File: config.mk
export PLATFORM = sky130hd
export DESIGN_NAME = alu_muldiv
export DESIGN_NICKNAME = d
export VERILOG_FILES = /design/src/rtl/alu_muldiv.sv
export SDC_FILE = /design/constraint.sdc
export NUM_CORES = 2
export LEC_CHECK = 0
export BUFFER_PORTS_ARGS = -buffer_cell sky130_fd_sc_hd__buf_2
export CORE_MARGIN = 2
export CORE_UTILIZATION = 50
export CTS_BUF_LIST = sky130_fd_sc_hd__clkbuf_4 sky130_fd_sc_hd__clkbuf_8
export DETAILED_ROUTE_END_ITERATION = 6
export PLACE_DENSITY = 0.66
export SLEW_MARGIN = 20
export SYNTH_ARGS = -nofsm -noshare
export SYNTH_HDL_FRONTEND = slang
export SYNTH_SLANG_ARGS = --single-unit
export TNS_END_PERCENT = 1
File: constraint.sdc
create_clock -name clk -period 8.9 [get_ports clk]
set_input_delay 0.445 -clock clk [delete_from_list [all_inputs] [get_ports clk]]
set_output_delay 0.445 -clock clk [all_outputs]
set_load 0.01 [all_outputs]
File: src/rtl/alu_muldiv.sv
// alu_muldiv: registered single-cycle ALU plus iterative multiply/divide
// into Hi/Lo, with a start/busy/done handshake for controller stalls.
module alu_muldiv #(
    parameter int N   = 32,
    parameter int SHW = $clog2(N)
) (
    input  logic         clk,
    input  logic         reset,
    input  logic         start,
    input  logic [N-1:0] a,
    input  logic [N-1:0] b,
    input  logic [3:0]   alucontrol,
    input  logic         sign,
    output logic [N-1:0] result,
    output logic [N-1:0] hi,
    output logic [N-1:0] lo,
    output logic         zero,
    output logic         busy,
    output logic         done,
    output logic         div_by_zero
);

    typedef enum logic [1:0] {IDLE, MUL, DIV, FIN} state_t;

    state_t           state_q;
    logic [N-1:0]     result_q, hi_q, lo_q, d_q;
    logic [2*N-1:0]   p_q;
    logic [SHW-1:0]   cnt_q;
    logic             busy_q, done_q, dbz_q, dbz_pend_q;
    logic             is_div_q, neg_q, neg_r_q;

    logic [N-1:0]     abs_a, abs_b, alu_d, fin_hi_d, fin_lo_d;
    logic [N-1:0]     mul_d_in, div_d_in, quo, rem;
    logic [2*N-1:0]   mul_p_in, div_p_in, mul_step_d, div_step_d, prod;
    logic [N:0]       msum, shifted, diff;
    logic             ge;

    // Single-cycle ALU result from the live operands (sampled on accept)
    always_comb begin
        alu_d = '0;
        case (alucontrol)
            4'b0000: alu_d = a + b;
            4'b0001: alu_d = a - b;
            4'b0100: alu_d = a & b;
            4'b0101: alu_d = a | b;
            4'b0110: alu_d = ~a;
            4'b0111: alu_d = a << b[SHW-1:0];
            4'b1000: alu_d = sign ? N'($signed(a) >>> b[SHW-1:0]) : (a >> b[SHW-1:0]);
            4'b1001: alu_d = sign ? N'($signed(a) < $signed(b)) : N'(a < b);
            4'b1010: alu_d = hi_q;
            4'b1011: alu_d = lo_q;
            default: alu_d = '0;
        endcase
    end

    // One shift-add / restoring-divide step; in IDLE the step is fed from the
    // live operands so the accept edge already performs the first iteration.
    always_comb begin
        abs_a    = (sign && a[N-1]) ? -a : a;
        abs_b    = (sign && b[N-1]) ? -b : b;
        mul_p_in = (state_q == IDLE) ? {{N{1'b0}}, abs_b} : p_q;
        mul_d_in = (state_q == IDLE) ? abs_a : d_q;
        div_p_in = (state_q == IDLE) ? {{N{1'b0}}, abs_a} : p_q;
        div_d_in = (state_q == IDLE) ? abs_b : d_q;

        msum       = {1'b0, mul_p_in[2*N-1:N]} + (mul_p_in[0] ? {1'b0, mul_d_in} : '0);
        mul_step_d = {msum, mul_p_in[N-1:1]};

        shifted    = {div_p_in[2*N-1:N], div_p_in[N-1]};
        diff       = shifted - {1'b0, div_d_in};
        ge         = ~diff[N];
        div_step_d = {(ge ? diff[N-1:0] : shifted[N-1:0]), div_p_in[N-2:0], ge};
    end

    // Sign correction and Hi/Lo selection applied in FIN
    always_comb begin
        prod = neg_q ? -p_q : p_q;
        quo  = neg_q ? -p_q[N-1:0] : p_q[N-1:0];
        rem  = neg_r_q ? -p_q[2*N-1:N] : p_q[2*N-1:N];
        if (dbz_pend_q) begin
            fin_hi_d = p_q[2*N-1:N];
            fin_lo_d = p_q[N-1:0];
        end else if (is_div_q) begin
            fin_hi_d = rem;
            fin_lo_d = quo;
        end else begin
            fin_hi_d = prod[2*N-1:N];
            fin_lo_d = prod[N-1:0];
        end
    end

    // Control FSM, iteration datapath and registered outputs
    always_ff @(posedge clk or posedge reset) begin
        if (reset) begin
            state_q    <= IDLE;
            result_q   <= '0;
            hi_q       <= '0;
            lo_q       <= '0;
            p_q        <= '0;
            d_q        <= '0;
            cnt_q      <= '0;
            busy_q     <= 1'b0;
            done_q     <= 1'b0;
            dbz_q      <= 1'b0;
            dbz_pend_q <= 1'b0;
            is_div_q   <= 1'b0;
            neg_q      <= 1'b0;
            neg_r_q    <= 1'b0;
        end else begin
            done_q <= 1'b0;
            case (state_q)
                IDLE: begin
                    if (start) begin
                        dbz_q <= 1'b0;
                        case (alucontrol)
                            4'b0010: begin
                                state_q    <= MUL;
                                busy_q     <= 1'b1;
                                is_div_q   <= 1'b0;
                                dbz_pend_q <= 1'b0;
                                neg_q      <= sign & (a[N-1] ^ b[N-1]);
                                neg_r_q    <= 1'b0;
                                p_q        <= mul_step_d;
                                d_q        <= abs_a;
                                cnt_q      <= SHW'(N-2);
                            end
                            4'b0011: begin
                                busy_q   <= 1'b1;
                                is_div_q <= 1'b1;
                                if (b == '0) begin
                                    state_q    <= FIN;
                                    dbz_pend_q <= 1'b1;
                                    neg_q      <= 1'b0;
                                    neg_r_q    <= 1'b0;
                                    p_q        <= {a, {N{1'b1}}};
                                end else begin
                                    state_q    <= DIV;
                                    dbz_pend_q <= 1'b0;
                                    neg_q      <= sign & (a[N-1] ^ b[N-1]);
                                    neg_r_q    <= sign & a[N-1];
                                    p_q        <= div_step_d;
                                    d_q        <= abs_b;
                                    cnt_q      <= SHW'(N-2);
                                end
                            end
                            default: begin
                                result_q <= alu_d;
                                done_q   <= 1'b1;
                            end
                        endcase
                    end
                end
                MUL: begin
                    p_q   <= mul_step_d;
                    cnt_q <= cnt_q - SHW'(1);
                    if (cnt_q == '0) state_q <= FIN;
                end
                DIV: begin
                    p_q   <= div_step_d;
                    cnt_q <= cnt_q - SHW'(1);
                    if (cnt_q == '0) state_q <= FIN;
                end
                FIN: begin
                    hi_q     <= fin_hi_d;
                    lo_q     <= fin_lo_d;
                    result_q <= fin_lo_d;
                    dbz_q    <= dbz_pend_q;
                    done_q   <= 1'b1;
                    busy_q   <= 1'b0;
                    state_q  <= IDLE;
                end
                default: state_q <= IDLE;
            endcase
        end
    end

    assign result      = result_q;
    assign hi          = hi_q;
    assign lo          = lo_q;
    assign zero        = (result_q == '0);
    assign busy        = busy_q;
    assign done        = done_q;
    assign div_by_zero = dbz_q;

endmodule

# --- Yosys cells after proc, flatten, opt, wreduce, memory -nomap -nowiden ---
# Cells that the tools add are included.
word_totals:
  reg_bits: 206
  latchBits: 0
  ramBits: 0
  mem_bits_ro: 0
  input_bits: 72
  mem_count: 0
op_classes:
  n_addsub: 10
  multipliers: 0
  div: 0
  n_lt_le_gt_ge: 2
  n_eq_ne: 21
  n_shift: 3
  mux: 51
  bitwise: 7
  n_reduce_logical: 21
op_table:
  columns: ["op", "count"]
  rows:
  - ["$mux W32", 16]
  - ["$mux W64", 5]
  - ["$pmux W32 S10", 1]
  - ["$pmux W64 S3", 1]
  - ["$neg A32 Y32", 4]
  - ["$pmux W32 S2", 2]
  - ["$pmux W64 S2", 1]
  - ["$logic_not A32 Y1", 2]
  - ["$lt A32 B32 Y1", 2]
  - ["$neg A64 Y64", 1]
  - ["$add A32 B32 Y33", 1]
  - ["$sub A33 B32 Y33", 1]
  - ["$add A32 B32 Y32", 1]
  - ["$and A32 B32 Y32", 1]
  - ["$not A32 Y32", 1]
  - ["$or A32 B32 Y32", 1]
  - ["$shl A32 B5 Y32", 1]
  - ["$shr A32 B5 Y32", 1]
  - ["$sshr A32 B5 Y32", 1]
  - ["$sub A32 B32 Y32", 1]
  - ["$pmux W5 S2", 2]
  - ["$eq A4 B3 Y1 const B", 4]
  - ["$eq A4 B4 Y1 const B", 4]
  - ["$reduce_and A3 Y1", 5]
  - ["other kinds (27)", 55]

# --- Depth between registers and ports, before layout ---
depth:
  word_depth: 9
  ltp_mapped: 26
  ltp_nobuf: 20

# --- Least setup slack after synthesis ---
# OpenSTA, ideal clock, no wires.
synth_path:
  path_type: "input port to flip-flop"
  start: "input b[0]"
  end: "register p_q[33]"
  setup_ns: 0.135
  t_arrival_ns: 5.683
  required_time_ns: 8.765
  path_slack_ns: 3.082
  path_stages: 25
  n_path_buf: 6
  path_cell_list: "buf_2 buf_2 buf_2 clkbuf_1 inv_1 ha_1 nor2b_1 and4_1 and2_1 a31oi_1 xnor2_1 nand2_1 o21ai_0 ha_1 clkbuf_1 nand4_1 or3_1 o32ai_1 a31oi_1 o21ba_2 xor2_1 clkbuf_1 o21ai_0 a221oi_1 o22ai_1"
synth_between:
  elab_chain_cells: 9
  elab_cells_between_ends: 13
  cone_classes: "add/sub (3); mux (9); reduce/logical (1)"
synth_rtl:
  columns: ["element", "line_no", "source"]
  rows:
  - ["start: declaration", "11", "input logic [N-1:0] b,"]
  - ["$neg A32 Y32", "60", "abs_b = (sign && b[N-1]) ? -b : b;"]
  - ["$mux W32", "60", null]
  - ["$mux W32", "64", "div_d_in = (state_q == IDLE) ? abs_b : d_q;"]
  - ["$sub A33 B32 Y33", "70", "diff = shifted - {1'b0, div_d_in};"]
  - ["$mux W32", "72", "div_step_d = {(ge ? diff[N-1:0] : shifted[N-1:0]), div_p_in[N-2:0], ge};"]
  - ["$mux W64", "130", "if (b == '0) begin"]
  - ["$pmux W64 S2", "115", "case (alucontrol)"]
  - ["$mux W64", "113", "if (start) begin"]
  - ["$pmux W64 S3 *", "111", "case (state_q)"]
  - ["end signal: assignment", "123", "p_q <= mul_step_d;"]
  - ["end signal: assignment", "135", "p_q <= {a, {N{1'b1}}};"]
  - ["end signal: assignment", "141", "p_q <= div_step_d;"]
  - ["end: declaration", "27", "logic [2*N-1:0] p_q;"]
# Every way passes the cells marked *; elsewhere a longest branch is shown, timed or not. The select of a mux whose other input is x is not followed.
# A chain may end at the register's enable or synchronous reset.

# --- Worst setup path after layout ---
layout_path:
  start: "register state_q[0]"
  end: "register p_q[61]"
layout_between:
  elab_chain_cells: 8
  elab_cells_between_ends: 19
  cone_classes: "add/sub (2); eq/ne (4); mux (10); reduce/logical (3)"
layout_rtl:
  columns: ["element", "line_no", "source"]
  rows:
  - ["start: declaration", "25", "state_t state_q;"]
  - ["start signal: assignment", "95", "state_q <= IDLE;"]
  - ["start signal: assignment", "117", "state_q <= MUL;"]
  - ["start signal: assignment", "131", "state_q <= FIN;"]
  - ["$logic_not A2 Y1", null, null]
  - ["$mux W64 / $mux W32 (equally long branches)", "63, 64", null]
  - ["$sub A33 B32 Y33", "70", null]
  - ["$mux W32", "72", null]
  - ["$mux W64", "130", null]
  - ["$pmux W64 S2", "115", null]
  - ["$mux W64", "113", null]
  - ["$pmux W64 S3", "111", null]
# Several ways; a longest one is shown, not always the timed one. The select of a mux whose other input is x is not followed.

==> flow_results.org <==
** Outcome
- Status :: complete, but fails checks
- The final reports fail on design-rule violations.

** Pwr
- The analysis attributes to cell leakage a power of 12.5 nW.
- Switch Pwr :: about 0.0070 W
- The share of total power dissipated in sequential elements is 0.186.
- Of the total power, the share spent switching nets is 0.581.
- Power per Cell Area :: around 410 mW/mm2
- Of the total power, the clock network draws 0.094.
- IR Drop Worst-Case VDD :: 575 uV
- Overall power consumption after layout is estimated at between 0.01 and 0.015 W.
- The internal power of the cells totals roughly 0.005 W.
- The share of total power dissipated in combinational logic is 0.720.

** Logic synthesis
- Of the total synthesized cell area, the portion taken by full adders, half adders and majority gates is 0.0824.
- Multiplexer area fraction after synthesis :: 0.0786
- Mean instance size in the synthesized netlist :: 7.23 um2
- Share of Yosys cell area claimed by the top area cell type :: 0.188
- Simple-gate share of the synthesized area :: 0.207
- Most used flip-flop cell after synthesis :: dfrtp_1
- The largest total area in the synthesized netlist belongs to dfrtp_1.
- Synth unique cells :: 86
- The share of the Yosys chip area taken by registers is 0.188.
- Netlist area before placement :: approximately 0.027 mm2
- Among all cell types in the netlist, the one instantiated most often is nor2_1.
- Complex-gate fraction of the synthesized area :: 0.320
- Net Count, Synth :: a little over 4000
- Of the total synthesized cell area, the portion taken by XOR and XNOR cells is 0.0604.
- #FFs+latches synth :: ~210
- Most used standard cells in the synthesized netlist :: nor2_1, a21oi_1, o21ai_0
- Yosys printed 0 warnings.
- Dominant combinational cell family by area after synthesis :: compound AO/OA/AOI/OAI gates
- Post-synth EDFFs :: 0
- Cell types occupying the most area after synthesis :: dfrtp_1, ha_1, a21oi_1
- Synthesis produced a netlist whose cell count is 3786.
- In the synthesized netlist the async set-or-reset flop fraction comes to 1.00.

** Clocking
- CTS saw approximately 210 sinks.
- H-tree Lvls :: 2
- Root buffer cell :: clkbuf_8
- Gates resized during post-CTS repair numbered 0.
- The clock passes through at most 3 buffers.
- Source-to-sink clock delay at the later pin of the worst-skew pair :: 0.65 ns
- Post-CTS clock slew at the launch and capture registers of the worst setup and hold paths :: around 0.07 ns
- Number of buffers added by the clock tree synthesis step :: between 40 and 50
- CTS tree :: done

** Layout
- In the final design database the tool counted between 4000 and 5000 nets.
- Filler Cell Count :: 5424
- Layout cell share with drive strength beyond 1 :: 0.122
- The area growth from synthesis to layout is 7.53%.

** Setup path
- Required time of the critical path :: around 9.4 ns
- The critical path in this run is classified as register to register.
- STA classifies the critical path startpoint as a register.
- By instance count, the cell type seen most on the critical path is buf_4.
- Max stage delay cell, worst path :: buf_4
- Cell chain of the critical path :: inv_1 > ha_4 > buf_4 > buf_4 > o21ai_0 > ha_1 > o211ai_1 > a21o_1 > a21oi_1 > a31oi_1 > o21ba_2 > xnor2_2 > buf_4 > nor2_1 > a32o_1 > o41ai_1 > a221oi_1
- Arrival time of data at the critical path endpoint :: between 6 and 7 ns
- Flop-to-flop setup slack :: approximately 2.8 ns
- Peak fanout along the critical path :: 90
- Number of cells on the worst reg-to-reg path :: 17
- On the worst path, the slowest cell contributes a delay of roughly 0.71 ns.
- Crit path capture type :: register

** Global routing
- Wire length of the first global-routing pass :: about 210000 um
- Entering global routing, the biggest net connects 96 pins.
- Total routing resource utilization after global routing :: 0.504
- Most used routing layer :: met2
- Met1 GRT Util :: 0.650
- Number of antenna violations at the first check in global routing :: 4
- The number of global-route vias before repair is about 29000.
- Global-route congestion overflow total :: 0
- In the global route stage, met3 resource usage came out at 0.144.
- For met2 alone, demand over resource in global routing was 0.707.

** Routing
- Drt wl/cell :: around 33 um
- Routed wire length :: roughly 150000 um
- After detailed routing, the number of vias per cell comes to 7.18.
- Pre-Repair DR Iteration Count :: 7
- Total vias in the final route :: between 30000 and 40000
- First DRT Iteration DRCs :: 5304
- Number of remaining DRC errors :: 8
- The detail route stage leaves a number of antenna-violating nets equal to 0.

** Timing
- The number of endpoints with negative hold slack in the final report was 0.
- Final sum of negative setup slack :: 0 ns
- Max-slew headroom at the worst pin :: 0.184
- For this run, the top clock speed supported by timing is about 160 MHz.
- Setup repair after global routing missed its margin :: false
- Max-slew violation total from the final report :: 0
- Final worst path period share :: 0.683
- Setup violations remaining at the end of the flow were counted as 0.
- Transition time of the tightest slew-check pin :: between 1 and 1.5 ns
- Final worst slack :: 2.82 ns
- The tightest hold path in the finished design has a slack of about 0.22 ns.
- For the final database, setup skew stands at between 0.06 and 0.07 ns.
- Post-layout min period :: 6.08 ns

** Floorplanning
- Measured along the y axis, the die boundary spans 238 um.
- Initial standard-cell utilization of the core :: 0.507
- The die covers between 0.05 and 0.06 mm2.
- Placeable core area :: between 0.05 and 0.06 mm2
- Floorplan die width :: 238 um
- During I/O placement, the number of pins put on the boundary was 172.
- In this run the core area contains 85 standard-cell rows.

** Job
- Max-capacitance violation count :: 0

** Place
- In this run the tool buffered the top-level ports with between 150 and 200 buffer cells.
- Routability Congestion :: between 1 and 1.5
- Detailed-placement wirelength estimate :: 111000 um
- Setup WS pre-CTS :: roughly 2.6 ns

** Hold path
- The min-delay analysis places its worst path in the category input pin to register.
- The worst hold path passes through 3 cells.
## layout by cell type, fill, tap and decap left out, types with 30 or more instances in the layout
cell type and n:
buf_4 67, nor3_1 69, xor2_1 46, nor4_1 31, xnor2_1 140, a21oi_1 380, buf_2 171, o22ai_1 54
mux4_2 61, inv_1 137, a21o_1 66, o211ai_1 37, or2_2 34, o31ai_1 36, o221ai_1 32, a221oi_1 54
mux2i_1 54, nor2b_1 52, nor2_1 478, o21ai_0 371, clkbuf_8 52, ha_1 172, a31oi_1 60, a211oi_1 41
and2_1 30, nand3_1 51, dfrtp_1 206, nand2_1 355
## logic make-up (layout without fill, tap and decap cells)
| kind of cell | count (synthesis) | after routing |
|---|---|---|
| AOI/OAI and AO/OA | 1384 | 1384 |
| xor gates and xnor gates | 188 | 188 |
| adders and majority gates | 178 | 178 |
| buffers and inverters | 445 | 455 |
| DFF | 206 | 206 |
| muxes | 136 | 136 |
| other | 0 | 4 |
| and+or+nand+nor | 1249 | 1249 |
## power by group through the flow
stage / Sequential [W] / Combinational (W) / Clock [W]
floorplan: 0.00182 / 0.00578 / 0
global placement: 0.00216 / 0.00818 / 0
detailed placement: 0.00216 / 0.00822 / 0
CTS: 0.00215 / 0.00826 / 0.00112
global route: 0.00221 / 0.00921 / 0.00116
finish: 0.00223 / 0.00862 / 0.00113
## stage by stage
| stage | utilization | area [um2] | instances |
|---|---|---|---|
| 6_report | 0.545 | 29400 | 4496 |
| 5_1_grt | 0.545 | 29400 | 4493 |
| 4_1_cts | 0.544 | 29400 | 4491 |
| 3_5_place_dp | 0.528 | 28500 | 4418 |
| 3_3_place_gp | 0.528 | 28500 | 4418 |
| 2_1_floorplan | - | 27400 | 3786 |
## worst max-delay path: cells and delay by family (launching register included)
family | cells | cell delay (ns)
AO/OA/AOI/OAI | 9 | 2.27
XOR/XNOR | 1 | 0.14
adder cells (fa/ha/maj) | 2 | 0.86
buffers and inverters | 4 | 1.72
flip-flops | 1 | 0.42
AND/OR/NAND/NOR | 1 | 0.45
## metal layers
metal / vias to the layer above / part of all wire
li1: 13900 / -
met1: 15100 / 0.36
met2: 2707 / 0.40
met3: 571 / 0.14
met4: 0 / 0.097
met5: - / 0
## registers in the layout, summed over array words and instances, names as in the netlist, 2 cells and up
name	flops
p_q	64
hi	32
result	32
lo	32
cnt_q	5
d_q	32
state_q	2
## worst paths after layout
kind	to	from
min reg2reg	cnt_q[4]	cnt_q[4]
max in group asynchronous	result[17]	reset
max reg2reg	p_q[61]	state_q[0]
min in group asynchronous	d_q[7]	reset
min	neg_r_q	start
max	p_q[61]	state_q[0]
## timing repair
item                                   in CTS  in global routing
setup buffers                               0                  0
endpoints found under the hold margin      53                  0
hold buffers                                1                  0
## cell type report
cell class,count,area [um2],share of cell area
Tap cell,696,871,0.0296
Sequential cell,206,5150,0.175
Clock buffer,61,783,0.0266
Antenna cell,4,10.0,0.000340
Timing Repair Buffer,239,1370,0.0465
Multi-Input combinational cell,3135,20600,0.699
Clock inverter,11,111,0.00378
Inverter,144,548,0.0186
(Power assumes the default switching activity.)
